## config.mk

```make
export PLATFORM = sky130hd
export DESIGN_NAME = cm3_reset_ctrl
export DESIGN_NICKNAME = d
export VERILOG_FILES = /design/src/rtl/cm3_reset_pkg.sv /design/src/rtl/cdc_sync2.sv /design/src/rtl/cm3_reset_ctrl.sv
export SDC_FILE = /design/constraint.sdc
export NUM_CORES = 1
export LEC_CHECK = 0
export CORE_ASPECT_RATIO = 1.5
export CORE_MARGIN = 1
export CORE_UTILIZATION = 45
export CTS_CLUSTER_SIZE = 20
export DETAILED_ROUTE_END_ITERATION = 10
export PLACE_DENSITY_LB_ADDON = 0.12
export SLEW_MARGIN = 20
export SYNTH_ARGS = -nofsm -noshare
export SYNTH_HDL_FRONTEND = slang
export SYNTH_HIERARCHICAL = 1
export SYNTH_SLANG_ARGS = --single-unit
```

## constraint.sdc

```tcl
create_clock -name hclk -period 2.1 [get_ports hclk]
set_input_delay 0.42 -clock hclk [delete_from_list [all_inputs] [get_ports hclk]]
set_output_delay 0.42 -clock hclk [all_outputs]
set_load 0.05 [all_outputs]
```

## src/rtl/cm3_reset_pkg.sv

```systemverilog
// Shared types for the Cortex-M3 reset controller: FSM states and reset-cause codes.
// Latency: n/a (types only).
// Backpressure: n/a.
package cm3_reset_pkg;

  // Width of the shared down-counter used by every hold phase
  localparam int CNT_W = 16;

  typedef enum logic [1:0] {
    LOCK_WAIT = 2'd0,
    POR_HOLD  = 2'd1,
    SYS_HOLD  = 2'd2,
    RUN       = 2'd3
  } rst_state_e;

  typedef enum logic [1:0] {
    CAUSE_POR    = 2'd0,
    CAUSE_LOCK   = 2'd1,
    CAUSE_SYSREQ = 2'd2
  } rst_cause_e;

endpackage

```

## src/rtl/cdc_sync2.sv

```systemverilog
// Two-flop synchronizer for a single asynchronous level into the hclk domain.
// Latency: 2 hclk cycles from input change to q.
// Backpressure: none; a level, sampled every cycle.
module cdc_sync2 (
  input  logic hclk,
  input  logic RESET,
  input  logic d,
  output logic q
);

  logic meta;

  // Shift the raw level through two flops; both clear on reset
  always_ff @(posedge hclk) begin
    if (RESET) begin
      meta <= 1'b0;
      q    <= 1'b0;
    end else begin
      meta <= d;
      q    <= meta;
    end
  end

endmodule

```

## src/rtl/cm3_reset_ctrl.sv

```systemverilog
// Reset sequencer for the M3 SoC: PLL-lock filter, PORESETn/HRESETn sequencing, debug power-up handshake.
// Latency: outputs are state-decoded registers, one hclk after each state change; lock loss reaches poreset_n in <=4 cycles.
// Backpressure: none; sysresetreq is a level that simply extends SYS_HOLD while high.
module cm3_reset_ctrl
  import cm3_reset_pkg::*;
#(
  parameter int LOCK_FILTER = 4,
  parameter int POR_CYCLES  = 255,
  parameter int SYS_CYCLES  = 16
) (
  input  logic       hclk,
  input  logic       RESET,
  input  logic       pll_locked,
  input  logic       sysresetreq,
  input  logic       cdbgpwrupreq,
  output logic       poreset_n,
  output logic       hreset_n,
  output logic       cdbgpwrupack,
  output logic [1:0] rst_cause
);

  // Counter compare/load values; the lock filter counts up, the hold phases count down to 1
  localparam logic [CNT_W-1:0] LOCK_LAST = CNT_W'(LOCK_FILTER - 1);
  localparam logic [CNT_W-1:0] POR_LOAD  = CNT_W'(POR_CYCLES);
  localparam logic [CNT_W-1:0] SYS_LOAD  = CNT_W'(SYS_CYCLES);

  rst_state_e       state;
  rst_cause_e       cause;
  logic [CNT_W-1:0] cnt;
  logic             lock_s;
  logic             dbgreq_s;
  logic             por_released;

  cdc_sync2 u_sync_lock (
    .hclk  (hclk),
    .RESET (RESET),
    .d     (pll_locked),
    .q     (lock_s)
  );

  cdc_sync2 u_sync_dbg (
    .hclk  (hclk),
    .RESET (RESET),
    .d     (cdbgpwrupreq),
    .q     (dbgreq_s)
  );

  // Value poreset_n takes at the coming edge; also gates the debug ack so it never outlives poreset_n
  assign por_released = (state == SYS_HOLD) || (state == RUN);

  assign rst_cause = cause;

  // Sequencer: state, shared counter, reset cause and the registered output decode
  always_ff @(posedge hclk) begin
    if (RESET) begin
      state        <= LOCK_WAIT;
      cnt          <= '0;
      cause        <= CAUSE_POR;
      poreset_n    <= 1'b0;
      hreset_n     <= 1'b0;
      cdbgpwrupack <= 1'b0;
    end else begin
      poreset_n    <= por_released;
      hreset_n     <= (state == RUN);
      // Ack rises only once poreset_n is already high, and drops with it
      cdbgpwrupack <= por_released && poreset_n && dbgreq_s;

      case (state)
        LOCK_WAIT: begin
          if (!lock_s) begin
            cnt <= '0;
          end else if (cnt >= LOCK_LAST) begin
            state <= POR_HOLD;
            cnt   <= POR_LOAD;
          end else begin
            cnt <= cnt + 1'b1;
          end
        end

        POR_HOLD: begin
          if (!lock_s) begin
            state <= LOCK_WAIT;
            cnt   <= '0;
            cause <= CAUSE_LOCK;
          end else if (cnt <= 1) begin
            state <= SYS_HOLD;
            cnt   <= SYS_LOAD;
          end else begin
            cnt <= cnt - 1'b1;
          end
        end

        SYS_HOLD: begin
          // Lock loss wins over a pending system reset request
          if (!lock_s) begin
            state <= LOCK_WAIT;
            cnt   <= '0;
            cause <= CAUSE_LOCK;
          end else if (sysresetreq) begin
            cnt <= SYS_LOAD;
          end else if (cnt <= 1) begin
            state <= RUN;
            cnt   <= '0;
          end else begin
            cnt <= cnt - 1'b1;
          end
        end

        RUN: begin
          if (!lock_s) begin
            state <= LOCK_WAIT;
            cnt   <= '0;
            cause <= CAUSE_LOCK;
          end else if (sysresetreq) begin
            state <= SYS_HOLD;
            cnt   <= SYS_LOAD;
            cause <= CAUSE_SYSREQ;
          end
        end

        default: begin
          state <= LOCK_WAIT;
          cnt   <= '0;
        end
      endcase
    end
  end

endmodule

```

==> out/metrics.cfg <==
[pwr]
power-per-cell-area_nw_per_um2=495
power_switching_uw=243
seq_power_share_pct=55.6
leakagePower_uw=0.000757
power.ir.vdd_worst_mv=0.440
internal_power_uw=698
power.share.switching_pct=25.8
power_frac_clock_pct=34.2
power_frac_comb_pct=10.2

[clock_tree]
worst_skew_pair.late_latency_ns=0.29
cts_tree=built
cts_inserted_buffers=3
post_cts_buffers=0
clock_buffer_depth=2
clock_sinks=27
cts_htree_levels=1
cts.clk_slew.worst_paths_ns=0.11
post_cts_resized=0
holdBufCountCts=0
cts.root.buffer_cell=sky130_fd_sc_hd__clkbuf_8

[logic_synthesis]
ys.flop_type=sky130_fd_sc_hd__dfxtp_1
yosysUniqueCellTypes=55
synth.yosys.seq_area_share_pct=34.2
post_syn_nets=208
synth-async-reset-ratio_pct=0
synth_top_cell_area_share_pct=34.2
netlist_area_um2=1580
synth-edff-count=0
synthDominantAreaCellType=sky130_fd_sc_hd__dfxtp_1
ys.warnings.count=6
syn-instance-count=195
mean_cell_area_of_the_mapped_netlist_um2=8.10
synth_area_leaders=sky130_fd_sc_hd__dfxtp_1 (34%), sky130_fd_sc_hd__ha_1 (6.3%), sky130_fd_sc_hd__a21oi_1 (4.8%)
yosys_register_bits=27

[worst_hold_path]
hold_start=u_sync_dbg/meta
worst_hold_path_type=reg -> reg

[placement]
hpwl_um=3150
count_of_buffers_inserted_at_the_top_level_ports=9
dpl_worst_slack_ns=-0.0385
gp_congestion=0.864
place.detailed.instances=257

[timing]
max_clock_freq_mhz=501
setup_tns_ns=0
layout_min_cycle_time_ns=1.99
rsz0062_at_grt=no
max_slew_margin_pct=62.4
final.setup.worst_slack_ns=0.105
layout_worst_path_cycle_share_pct=95.0
hold_violations=0
timing_max_transition_violations_final=0
finalSetupViolCount=0
max_slew.worst_pin.slew_ns=0.564
final.hold.worst_slack_ns=0.460
timing.clock.skew_ns=0.00673

[critical_path]
arrival_ns=2.20
critPathLaunch=state[0]
crit_type=reg -> reg
critPathLaunchType=register
crit_required_ns=2.31
critical_path.reg2reg.startpoint=state[0]
worst_setup_path_end_kind=register
worst-path-max-fanout=7

[routing]
drtIter0Drc=62
ant_nets=0
wl_per_cell_um=16.1
post-route-drc-count=0
detailroute.via_count=1575
avgViaCountPerCell=6.03
routed_wirelength_um=4200
drt-pass1-iter-count=4

[cells_and_area]
insertedDiodeCount=0
stdcell_count=261
fin_nets=233
drive_gt1_share_pct=19.2
area_growth_syn_to_layout_pct=20.3

[global_route]
grt.total_usage_pct=23.9
grt_start_max_net_pins=17
gr-usage-met2_pct=46.4
global_route.usage.met3_pct=2.45
antenna_found_initial=0
met1_track_usage_gr_pct=26.6
globalRoute.busiestLayer=met2
first_global_vias=1447
grt.overflow.total=0
wire_length_of_the_first_global_routing_pass_um=6810

[die]
die_width_um=50.4
starting_density_of_the_core_pct=46.7
boundaryPins=10
design.die.area_um2=3760
die_height_um=74.6
area_of_the_core_region_um2=3380
placement_rows=26

[outcome]
status=finished, final reports clean

[run]
max_cap_violations=0

cells by family (layout without fill, tap and decap cells):
group / Yosys count / count (layout) / synth area share, %
flops: 27 / 27 / 34.2
compound gates: 55 / 55 / 22.8
buf+inv: 18 / 42 / 4.59
mux: 1 / 1 / 0.633
fa+ha+maj: 8 / 8 / 6.33
xor+xnor: 1 / 1 / 0.554
simple gates: 85 / 85 / 30.9
state kept, by name, summed over array words and instances (netlist names):
name / cells
cdbgpwrupack: 1
poreset_n: 1
rst_cause: 2
cnt: 16
u_sync_lock/meta: 1
u_sync_dbg/q: 1
u_sync_dbg/meta: 1
state: 2
u_sync_lock/q: 1
hreset_n: 1
worst max-delay path, stage by stage (launching register included):
cell                      delay (ns)
sky130_fd_sc_hd__dfxtp_1        0.39
sky130_fd_sc_hd__inv_1          0.11
sky130_fd_sc_hd__ha_1           0.25
sky130_fd_sc_hd__nor2b_2        0.15
sky130_fd_sc_hd__o21ai_1        0.11
sky130_fd_sc_hd__a21o_4         0.22
sky130_fd_sc_hd__or4_1          0.49
sky130_fd_sc_hd__a31oi_1        0.20
final cells by class:
type	count	area [um2]
Clock buffer	3	41.3
Tap cell	42	52.6
Sequential cell	27	543
Clock inverter	1	7.51
Fill cell	333	1480
Multi-Input combinational cell	150	987
Timing Repair Buffer	28	233
Inverter	10	37.5
metal layers:
metal / up-vias / wire, um
met5: - / 0
met3: 7 / 108
met4: 0 / 68
met2: 34 / 2300
li1: 762 / -
met1: 772 / 1720
worst paths after layout:
check                                    end  slack [ns]  cells past startpoint
worst max register to register       cnt[13]        0.11                      7
worst min register to register  u_sync_dbg/q        0.46                      1
worst max-delay path                 cnt[13]        0.11                      7
worst min-delay path            u_sync_dbg/q        0.46                      1
power by group through the flow:
stage / Combinational (uW) / Clock (uW) / Sequential (uW)
2_1_floorplan: 54.2 / 0 / 539
3_3_place_gp: 91.2 / 0 / 534
3_5_place_dp: 93.3 / 0 / 535
4_1_cts: 93.8 / 323 / 523
5_1_grt: 104 / 344 / 524
6_report: 95.9 / 322 / 523
cell usage after synthesis (2+ instances only):
cell,n
sky130_fd_sc_hd__nor2b_1,7
sky130_fd_sc_hd__nand4_1,2
sky130_fd_sc_hd__nand3_1,7
sky130_fd_sc_hd__nor3b_1,2
sky130_fd_sc_hd__o22ai_1,4
sky130_fd_sc_hd__o221ai_1,2
sky130_fd_sc_hd__or2_2,2
sky130_fd_sc_hd__nand2_1,17
sky130_fd_sc_hd__nor3_1,8
sky130_fd_sc_hd__clkbuf_1,5
sky130_fd_sc_hd__and3_1,3
sky130_fd_sc_hd__inv_1,10
sky130_fd_sc_hd__nor4_1,2
sky130_fd_sc_hd__nor2_1,16
sky130_fd_sc_hd__a31oi_1,6
sky130_fd_sc_hd__or4_1,4
sky130_fd_sc_hd__ha_1,8
sky130_fd_sc_hd__a21oi_1,15
sky130_fd_sc_hd__o21ai_0,11
sky130_fd_sc_hd__dfxtp_1,27
sky130_fd_sc_hd__or3_1,3
stage by stage:
step	cell area [um2]	util [%]	power, uW
after floorplan	1580	-	593
after global placement	1830	54.1	625
after detailed placement	1830	54.1	628
after CTS	1880	55.5	940
after global routing	1900	56.2	972
final	1900	56.2	941
layout by cell type, fill, tap and decap left out, types with 3 or more instances in the layout:
master / n
sky130_fd_sc_hd__a21oi_1: 15
sky130_fd_sc_hd__a31oi_1: 6
sky130_fd_sc_hd__and3_1: 3
sky130_fd_sc_hd__buf_4: 19
sky130_fd_sc_hd__clkbuf_8: 3
sky130_fd_sc_hd__clkdlybuf4s50_1: 9
sky130_fd_sc_hd__dfxtp_1: 25
sky130_fd_sc_hd__ha_1: 7
sky130_fd_sc_hd__inv_1: 10
sky130_fd_sc_hd__nand2_1: 17
sky130_fd_sc_hd__nand3_1: 7
sky130_fd_sc_hd__nor2_1: 16
sky130_fd_sc_hd__nor2b_1: 6
sky130_fd_sc_hd__nor3_1: 8
sky130_fd_sc_hd__o21ai_0: 10
sky130_fd_sc_hd__o22ai_1: 4
sky130_fd_sc_hd__or3_1: 3
sky130_fd_sc_hd__or4_1: 4
Power figures use the tool's default switching activity.
